===== config.mk =====
export PLATFORM = sky130hd
export DESIGN_NAME = ultrasonic_ranger_mc
export DESIGN_NICKNAME = d
export VERILOG_FILES = /design/src/rtl/ultrasonic_pkg.sv /design/src/rtl/ultrasonic_ranger_mc_tick.sv /design/src/rtl/ultrasonic_ranger_mc.sv
export SDC_FILE = /design/constraint.sdc
export NUM_CORES = 1
export LEC_CHECK = 0
export ABC_CLOCK_PERIOD_IN_PS = 2200
export BUFFER_PORTS_ARGS = -buffer_cell sky130_fd_sc_hd__clkbuf_2
export CAP_MARGIN = 10
export CORE_MARGIN = 8
export CORE_UTILIZATION = 53
export DETAILED_ROUTE_END_ITERATION = 8
export PLACE_DENSITY_LB_ADDON = 0.25
export SETUP_SLACK_MARGIN = 0.1
export SLEW_MARGIN = 20
export SYNTH_ARGS = -nofsm -noshare
export SYNTH_HDL_FRONTEND = slang
export SYNTH_SLANG_ARGS = --single-unit

===== constraint.sdc =====
create_clock -name clk -period 2.2 [get_ports clk]
set_input_delay 0.22 -clock clk [delete_from_list [all_inputs] [get_ports clk]]
set_output_delay 0.22 -clock clk [all_outputs]
set_load 0.005 [all_outputs]

===== src/rtl/ultrasonic_pkg.sv =====
// ultrasonic_pkg
//   Shared definitions for the multi-channel ultrasonic ranging engine:
//   FSM state codes (IDLE..GAP, visible on the LED state output),
//   the microseconds-per-centimetre conversion constant, and a helper that
//   sizes the channel pointer.
package ultrasonic_pkg;

  typedef enum logic [2:0] {
    IDLE = 3'd0,
    TRIG = 3'd1,
    WAIT = 3'd2,
    MEAS = 3'd3,
    GAP  = 3'd4
  } state_e;

  // Round-trip echo time per centimetre of range.
  localparam int unsigned US_PER_CM = 58;

  // Width of a channel index; never less than one bit.
  function automatic int unsigned ch_idx_w(input int unsigned n);
    return (n <= 1) ? 1 : $clog2(n);
  endfunction

endpackage


===== src/rtl/ultrasonic_ranger_mc_tick.sv =====
// us_tick_gen
//   Produces a one-cycle 1 us tick from the system clock by dividing by
//   CLK_HZ/1_000_000. When that ratio is 1 the tick is high every cycle.
// Ports:
//   clk  in  system clock
//   rst  in  synchronous active-high reset (clears the divider)
//   tick out 1 us strobe
module us_tick_gen #(
  parameter int unsigned CLK_HZ = 100_000_000
) (
  input  logic clk,
  input  logic rst,
  output logic tick
);

  localparam int unsigned DIV = (CLK_HZ / 1_000_000 < 1) ? 1 : CLK_HZ / 1_000_000;
  localparam int unsigned CW  = (DIV > 1) ? $clog2(DIV) : 1;

  logic [CW-1:0] cnt_q, cnt_d;

  always_comb begin
    if (cnt_q >= CW'(DIV - 1)) cnt_d = '0;
    else                       cnt_d = cnt_q + 1'b1;
  end

  always_ff @(posedge clk) begin
    if (rst) cnt_q <= '0;
    else     cnt_q <= cnt_d;
  end

  assign tick = (cnt_q == CW'(DIV - 1));

endmodule


===== src/rtl/ultrasonic_ranger_mc.sv =====
// ultrasonic_ranger_mc
//   Multi-channel HC-SR04 ranging engine. Channels are scanned round-robin:
//   trigger pulse, wait for echo rise, time the echo high width in 1 us ticks,
//   convert to cm (floor(us/58), saturated at DIST_MAX), then a quiet gap.
//   Results are held per channel together with a timeout flag.
// Optional build macro:
//   ULTRASONIC_AVG_EN - per-channel (prev + new + 1) >> 1 filtering of valid
//   results; the first valid sample after reset or an error is stored as-is,
//   error results leave the distance untouched.
// Ports:
//   clk        in  system clock
//   rst        in  synchronous active-high reset, aborts any measurement
//   start      in  single-cycle pulse, starts one scan (ignored when busy)
//   auto_mode  in  1 = repeat scans continuously
//   echo       in  [NUM_CH] raw asynchronous echo inputs
//   trig       out [NUM_CH] trigger outputs, at most one high
//   dist_cm    out [NUM_CH*DIST_W] latest distance, channel k at k*DIST_W
//   err        out [NUM_CH] timeout flag of the latest measurement
//   done       out one-cycle pulse on each result write
//   done_ch    out [3] channel index written at done
//   state      out [3] FSM state code
//   busy       out high whenever the FSM is not IDLE
module ultrasonic_ranger_mc
  import ultrasonic_pkg::*;
#(
  parameter int unsigned NUM_CH     = 2,
  parameter int unsigned CLK_HZ     = 100_000_000,
  parameter int unsigned TRIG_US    = 10,
  parameter int unsigned TIMEOUT_US = 30000,
  parameter int unsigned GAP_US     = 60000,
  parameter int unsigned DIST_W     = 9,
  parameter int unsigned DIST_MAX   = 400
) (
  input  logic                     clk,
  input  logic                     rst,
  input  logic                     start,
  input  logic                     auto_mode,
  input  logic [NUM_CH-1:0]        echo,
  output logic [NUM_CH-1:0]        trig,
  output logic [NUM_CH*DIST_W-1:0] dist_cm,
  output logic [NUM_CH-1:0]        err,
  output logic                     done,
  output logic [2:0]               done_ch,
  output logic [2:0]               state,
  output logic                     busy
);

  localparam int unsigned CW   = ch_idx_w(NUM_CH);
  localparam int unsigned TM1  = (TRIG_US > TIMEOUT_US) ? TRIG_US : TIMEOUT_US;
  localparam int unsigned TMAX = (TM1 > GAP_US) ? TM1 : GAP_US;
  localparam int unsigned TW   = $clog2(TMAX) + 1;

  logic tick;

  us_tick_gen #(
    .CLK_HZ(CLK_HZ)
  ) u_tick (
    .clk (clk),
    .rst (rst),
    .tick(tick)
  );

  state_e              state_q, state_d;
  logic [CW-1:0]       ch_q, ch_d;
  logic [TW-1:0]       tcnt_q, tcnt_d;
  logic [5:0]          sub_q, sub_d;
  logic [DIST_W-1:0]   cm_q, cm_d;
  logic [NUM_CH-1:0]   sync1_q, sync2_q, prev_q;
  logic [NUM_CH-1:0]   trig_q, trig_d;
  logic [NUM_CH-1:0]   err_q, err_d;
  logic [DIST_W-1:0]   dist_q [NUM_CH];
  logic [DIST_W-1:0]   dist_d [NUM_CH];
  logic                done_q, done_d;
  logic [CW-1:0]       done_ch_q, done_ch_d;

  logic                echo_ch, prev_ch;
  logic                wr_en, wr_err, wr_upd;
  logic [DIST_W-1:0]   wr_val;

`ifdef ULTRASONIC_AVG_EN
  logic [NUM_CH-1:0]   valid_q, valid_d;
  logic [DIST_W:0]     avg_sum;
`endif

  assign echo_ch = sync2_q[ch_q];
  assign prev_ch = prev_q[ch_q];

  // FSM and measurement counters
  always_comb begin
    state_d = state_q;
    ch_d    = ch_q;
    tcnt_d  = tcnt_q;
    sub_d   = sub_q;
    cm_d    = cm_q;
    wr_en   = 1'b0;
    wr_err  = 1'b0;
    wr_upd  = 1'b0;
    wr_val  = cm_q;

    case (state_q)
      IDLE: begin
        if (start || auto_mode) begin
          state_d = TRIG;
          ch_d    = '0;
          tcnt_d  = '0;
        end
      end

      TRIG: begin
        if (tick) begin
          if (tcnt_q == TW'(TRIG_US - 1)) begin
            state_d = WAIT;
            tcnt_d  = '0;
          end else begin
            tcnt_d = tcnt_q + 1'b1;
          end
        end
      end

      WAIT: begin
        // Edge-qualified so an echo already high on entry is not a rise.
        if (echo_ch && !prev_ch) begin
          state_d = MEAS;
          tcnt_d  = '0;
          sub_d   = '0;
          cm_d    = '0;
        end else if (tick) begin
          if (tcnt_q == TW'(TIMEOUT_US - 1)) begin
            wr_en   = 1'b1;
            wr_err  = 1'b1;
            state_d = GAP;
            tcnt_d  = '0;
          end else begin
            tcnt_d = tcnt_q + 1'b1;
          end
        end
      end

      MEAS: begin
        // The rise cycle is consumed by WAIT, so the fall cycle is counted
        // instead; an N-cycle echo therefore yields exactly N ticks.
        if (tick) begin
          tcnt_d = tcnt_q + 1'b1;
          if (sub_q == 6'(US_PER_CM - 1)) begin
            sub_d = '0;
            if (cm_q != DIST_W'(DIST_MAX)) cm_d = cm_q + 1'b1;
          end else begin
            sub_d = sub_q + 1'b1;
          end
        end
        if (!echo_ch) begin
          wr_en   = 1'b1;
          wr_upd  = 1'b1;
          wr_val  = cm_d;
          state_d = GAP;
          tcnt_d  = '0;
        end else if (tick && (tcnt_q == TW'(TIMEOUT_US - 1))) begin
          wr_en   = 1'b1;
          wr_err  = 1'b1;
`ifdef ULTRASONIC_AVG_EN
          wr_upd  = 1'b0;
`else
          wr_upd  = 1'b1;
`endif
          wr_val  = DIST_W'(DIST_MAX);
          state_d = GAP;
          tcnt_d  = '0;
        end
      end

      GAP: begin
        if (tick) begin
          if (tcnt_q == TW'(GAP_US - 1)) begin
            tcnt_d = '0;
            if (ch_q != CW'(NUM_CH - 1)) begin
              ch_d    = ch_q + 1'b1;
              state_d = TRIG;
            end else if (auto_mode) begin
              ch_d    = '0;
              state_d = TRIG;
            end else begin
              state_d = IDLE;
            end
          end else begin
            tcnt_d = tcnt_q + 1'b1;
          end
        end
      end

      default: state_d = IDLE;
    endcase

    // Registered trigger so the pin is a clean flop output.
    trig_d = '0;
    if (state_d == TRIG) trig_d[ch_d] = 1'b1;
  end

  // Result write into the per-channel registers
  always_comb begin
    dist_d    = dist_q;
    err_d     = err_q;
    done_d    = wr_en;
    done_ch_d = done_ch_q;
`ifdef ULTRASONIC_AVG_EN
    valid_d   = valid_q;
    avg_sum   = {1'b0, dist_q[ch_q]} + {1'b0, wr_val} + 1'b1;
`endif
    if (wr_en) begin
      err_d[ch_q] = wr_err;
      done_ch_d   = ch_q;
`ifdef ULTRASONIC_AVG_EN
      valid_d[ch_q] = !wr_err;
      if (wr_upd) begin
        if (valid_q[ch_q]) dist_d[ch_q] = avg_sum[DIST_W:1];
        else               dist_d[ch_q] = wr_val;
      end
`else
      if (wr_upd) dist_d[ch_q] = wr_val;
`endif
    end
  end

  always_ff @(posedge clk) begin
    if (rst) begin
      state_q   <= IDLE;
      ch_q      <= '0;
      tcnt_q    <= '0;
      sub_q     <= '0;
      cm_q      <= '0;
      sync1_q   <= '0;
      sync2_q   <= '0;
      prev_q    <= '0;
      trig_q    <= '0;
      err_q     <= '0;
      done_q    <= 1'b0;
      done_ch_q <= '0;
      for (int unsigned k = 0; k < NUM_CH; k++) dist_q[k] <= '0;
`ifdef ULTRASONIC_AVG_EN
      valid_q   <= '0;
`endif
    end else begin
      state_q   <= state_d;
      ch_q      <= ch_d;
      tcnt_q    <= tcnt_d;
      sub_q     <= sub_d;
      cm_q      <= cm_d;
      sync1_q   <= echo;
      sync2_q   <= sync1_q;
      prev_q    <= sync2_q;
      trig_q    <= trig_d;
      err_q     <= err_d;
      done_q    <= done_d;
      done_ch_q <= done_ch_d;
      for (int unsigned k = 0; k < NUM_CH; k++) dist_q[k] <= dist_d[k];
`ifdef ULTRASONIC_AVG_EN
      valid_q   <= valid_d;
`endif
    end
  end

  for (genvar g = 0; g < NUM_CH; g++) begin : g_dist
    assign dist_cm[g*DIST_W +: DIST_W] = dist_q[g];
  end

  assign trig    = trig_q;
  assign err     = err_q;
  assign done    = done_q;
  assign done_ch = 3'(done_ch_q);
  assign state   = state_q;
  assign busy    = (state_q != IDLE);

endmodule


# ---- Word-level counts from Yosys, hierarchy flattened
# Cells that the tools add are included.
# Widths: inputs -> output; s select.
dict set report word_totals {
  regBits 73
  inputBits 6
}
dict set report op_classes {
  add_sub_neg 5
  magnitude_cmp 7
  n_eq_ne 18
  muxes 64
  bitwise 2
  reduce_logical 17
}
# cell count
set op_table {}
lappend op_table {{$mux 17} 11}
lappend op_table {{$pmux 17 s5} 1}
lappend op_table {{$mux 9} 8}
lappend op_table {{$mux 3} 10}
lappend op_table {{$mux 1} 20}
lappend op_table {{$bwmux 18} 1}
lappend op_table {{$mux 6} 3}
lappend op_table {{$pmux 9 s2} 1}
lappend op_table {{$add 17x1->17 const B} 1}
lappend op_table {{$eq 17x15->1 const B} 1}
lappend op_table {{$eq 17x16->1 const B} 1}
lappend op_table {{$eq 17x4->1 const B} 1}
lappend op_table {{$pmux 3 s5} 1}
lappend op_table {{$pmux 6 s2} 1}
lappend op_table {{$ne 2x2->1 const B} 5}
lappend op_table {{$add 9x1->9 const B} 1}
lappend op_table {{$demux 9 s1} 1}
lappend op_table {{$ne 9x9->1 const B} 1}
lappend op_table {{$add 7x1->7 const B} 1}
lappend op_table {{$eq 7x7->1 const B} 1}
lappend op_table {{$ge 7x7->1 const B} 1}
lappend op_table {{$add 6x1->6 const B} 1}
lappend op_table {{$eq 3x1->1 const B} 2}
lappend op_table {{$eq 3x2->1 const B} 2}
lappend op_table {{25 further kinds} 36}

# ---- Longest topological paths before layout
dict set report depth {
  depth_word 9
  ltp_mapped 9
  mapped_depth_nobuf 8
}

# ---- Hierarchy
# A second synthesis with hierarchy kept.
dict set report unflattened {
  cells_unflattened 444
  hier_area_um2 3638.5
}
# module n_inst cells_each area_per_inst_um2
set modules_own_cells {}
lappend modules_own_cells {ultrasonic_ranger_mc 1 406 3286.9}
lappend modules_own_cells {us_tick_gen 1 38 351.6}

# ---- Worst setup path after synthesis
# OpenSTA, ideal clock, no wires.
dict set report synth_timing {
  kind {flip-flop to flip-flop}
  start {register tcnt_q[0]}
  end {register tcnt_q[16]}
  setup_time_ns 0.116
  arrival_time_ns 2.117
  required_ns 2.084
  slack_ns -0.033
  stages_incl_launch_ff 9
  cell_sequence {dfxtp_1 -> ha_1 -> nand4_1 -> nor4bb_1 -> a21oi_1 -> a221oi_4 -> buf_6 -> o22ai_1 -> a41o_1}
}
dict set report synth_via {
  elab_chain_cells 5
}
# element line_no
set synth_lines {}
lappend synth_lines {{start: declaration} ultrasonic_ranger_mc.sv:65} ;# logic [TW-1:0] tcnt_q, tcnt_d;
lappend synth_lines {{start signal: assignment} ultrasonic_ranger_mc.sv:244} ;# tcnt_q <= tcnt_d;
lappend synth_lines {{$add 17x1->17 or $eq 17x15->1 (tied branches)} -}
lappend synth_lines {{$mux 17, or another cell as far along} ultrasonic_ranger_mc.sv:142} ;# if (tick) begin
lappend synth_lines {{$mux 17, on equally long branches} {ultrasonic_ranger_mc.sv:157, ultrasonic_ranger_mc.sv:127}}
lappend synth_lines {{$mux 17, on equally long branches} {ultrasonic_ranger_mc.sv:151, ultrasonic_ranger_mc.sv:122}}
lappend synth_lines {{$pmux 17 s5} ultrasonic_ranger_mc.sv:100} ;# case (state_q)
# Several ways; a longest one is shown, not always the timed one. The select of a mux whose other input is x is not followed.
# A chain may end at the register's enable or synchronous reset.

# ---- Worst setup path after layout
dict set report layout_timing {
  start {register tcnt_q[7]}
  end {register tcnt_q[16]}
}
# Same word-level chain as after synthesis.

==> results by group <==
Outcome
  • Outcome: finished, final reports clean

Global route
  • GRT Residual Overflow: 0
  • Total GRT Usage: 19.60%
  • First-pass GRT wire length: 15880 µm
  • Largest net degree at the start of global routing: 23
  • Initial antenna violation count: 0
  • Vias in the first global route: 3381

Synthesis
  • Mapped Area: 3656 µm²
  • Synth Register Bits: 73
  • Register area share after synthesis: 39.97%
  • Share of Yosys cell area claimed by the top area cell type: 39.97%
  • Synth area leader: dfxtp_1
  • Top-count cell post-synth: dfxtp_1
  • Synth area leaders: dfxtp_1, nor2_1, nand3_1
  • Top post-synthesis cells by count: dfxtp_1, nor2_1, nand2_1, nand3_1, a21oi_1
  • Post-Syn Instances: 443
  • Synth cell types: 64
  • Ys flop type: dfxtp_1
  • Number of synthesized flops with an enable pin: 0
  • FFs w/ async S/R, synth: 0%
  • Yosys warning count: 0
  • Synthesized area per cell: 8.253 µm²

Clock tree
  • TritonCTS Buffers: 9
  • Worst-skew pair later-pin latency: 0.36 ns
  • CTS root buf: clkbuf_8
  • CTS Sinks: 73
  • Clk pin slew, worst setup/hold paths: 0.08 ns
  • Max Buffers Root-to-Sink: 2
  • CTS tree: built
  • CTS HTree Levels: 3

Power and ir drop
  • Max VDD drop: 0.2916 mV
  • Power Dens Cells: 552.0 nW/µm²
  • Lkg Pwr: 1.838 nW

Setup path
  • Critical path buffers and inverters: 1
  • CP cell instances: or4_4 > nor2_4 > o2111ai_4 > a221oi_4 > buf_6 > o22ai_2 > a41o_1
  • Max incr delay on CP: 0.57 ns
  • Worst setup path category: flip-flop to flip-flop
  • CP endpoint kind: flip-flop
  • Crit-path leading delay family: compound AO/OA/AOI/OAI gates
  • Crit Path Max Fanout: 7
  • Slowest-stage cell, CP: or4_4
  • Critical Path RT: 2.46 ns
  • Startpoint Class: flip-flop
  • Worst Path Arrival: 2.41 ns

Timing
  • Worst-case clock skew: 0.01508 ns
  • RSZ-0062 raised after global routing: yes
  • Fin. Hold Viols: 0
  • Worst Max-Slew Pin Slew: 0.5268 ns
  • Final min period: 2.158 ns
  • Max transition margin: 64.72%
  • Fmax: 0.4633 GHz
  • Setup Viol. Count Final: 0
  • Slew Viols, Final: 0
  • Post-route clock period utilization: 98.11%
  • Setup TNS: 0 ns

Route
  • TritonRoute pass-1 iters: 5
  • Via Count: 3589
  • Routed len/inst: 16.70 µm
  • DRC violations left: 0
  • 1st-iter DRT viols: 177
  • Total Wirelength: 9985 µm
  • DRT antenna net count: 0
  • Via/cell ratio: 6.002

Flow run
  • Max Cap Viol: 0

Worst hold path
  • Worst hold path type: input pin to flip-flop

Floorplanning
  • Cell Rows: 30
  • Die W: 99.06 µm
  • Placeable Area: 6719 µm²
  • Full die area: 9812 µm²
  • Die height: 99.06 µm
  • Starting density of the core: 54.41%
  • I/O pin total: 36

Cells and area
  • Multi-input gate area: 2349 µm²
  • Fill count: 483
  • Layout Cells excl Fill: 598
  • Register area: 1468 µm²
  • Layout cells sized above 1: 31.47%
  • ANT cells: 0
  • # nets final: 526
  • Fin util: 70.22%
  • P&R area growth vs syn: 29.06%

Place
  • Placer congestion estimate: 0.9636
  • Port-buffer cells: 33
  • Detail Placement HPWL: 6696 µm
  • Cell Count Post-Placement: 570
[cells in the final DEF, fill, tap and decap left out, types with 10 or more instances in the layout]
| master | n |
|---|---|
| dfxtp_1 | 68 |
| nor2_1 | 55 |
| buf_4 | 38 |
| nand2_1 | 36 |
| clkbuf_2 | 33 |
| nand3_1 | 24 |
| a21oi_1 | 17 |
| a22o_1 | 12 |
| xor2_1 | 11 |
| nor2b_1 | 11 |
| o21ai_0 | 11 |
| inv_1 | 11 |
| clkbuf_8 | 10 |
[path summary, 6_finish.rpt]
kind                   start          to  slack, ns  depth (start not counted)
setup / recovery   tcnt_q[7]  tcnt_q[16]       0.04                          7
hold reg to reg   sync1_q[0]  sync2_q[0]       0.44                          1
setup reg to reg   tcnt_q[7]  tcnt_q[16]       0.04                          7
hold / removal       echo[0]  sync1_q[0]       0.08                          2
[cells by family (layout without fill, tap and decap cells)]
logic type | Yosys count | in the layout | synth area share (%)
buffers and inverters | 34 | 108 | 4.278
flip-flops | 73 | 73 | 39.97
multiplexers | 4 | 4 | 1.129
adder cells (fa/ha/maj) | 7 | 7 | 2.396
AO/OA/AOI/OAI | 99 | 99 | 18.72
XOR/XNOR | 16 | 16 | 3.833
AND/OR/NAND/NOR | 209 | 209 | 29.57
other | 1 | 2 | 0.1026
[worst register-to-register path: cells and delay by family (launching register included)]
family	cells	cell delay (ns)
AO/OA/AOI/OAI	4	0.80
AND/OR/NAND/NOR	2	0.72
flip-flops	1	0.33
buffers and inverters	1	0.20
[cell type report]
cell class / instances / share of cell area (%)
clock buffer: 10 / 2.917
clock inverter: 6 / 1.432
inverter: 12 / 0.9547
multi-input combinational: 337 / 49.77
sequential: 73 / 31.11
tap: 80 / 2.121
timing repair buffer: 80 / 11.69
[layer usage]
metal	routed length [µm]	up-vias	part of all wire [%]	global-route usage [%]
met5	0	-	0	0
met1	4194	1713	42	23.13
met4	178	0	1.8	6.519
met3	598	21	6.0	5.638
li1	-	1742	-	-
met2	5013	113	50	33.21
[metrics by stage]
stage / total power, mW / worst slack [ns] / cell area, µm² / hold WS (ns)
2_1_floorplan: 1.462 / 0.1078 / 3692 / 0.3482
3_3_place_gp: 1.510 / 0.01994 / 4108 / 0.4178
3_5_place_dp: 1.514 / -0.03429 / 4108 / 0.4218
4_1_cts: 2.591 / 0.04182 / 4413 / 0.06734
5_1_grt: 2.692 / -0.04658 / 4718 / 0.09413
6_report: 2.604 / 0.04162 / 4718 / 0.07663
[state kept, by name, indices dropped and copies added (netlist names), 2 cells and up]
register	cells
dist_cm	18
tcnt_q	17
cm_q	9
u_tick.cnt_q	7
sub_q	6
state	3
err	2
prev_q	2
sync1_q	2
sync2_q	2
trig	2
[power by group]
group          leakage [nW]  internal [mW]  switching (mW)  total (mW)
Sequential            0.592           1.33          0.0111        1.35
Combinational          1.15         0.0697          0.0958       0.165
Clock                0.0985          0.556           0.538        1.09
[timing repair]
item	CTS	global route
hold buffers	0	0
buffers inserted	5	5
setup endpoints to repair	31	48
resized for setup	14	63
cloned	0	2
pin swaps	5	29
Note: power is estimated with default switching activity, not from simulation.
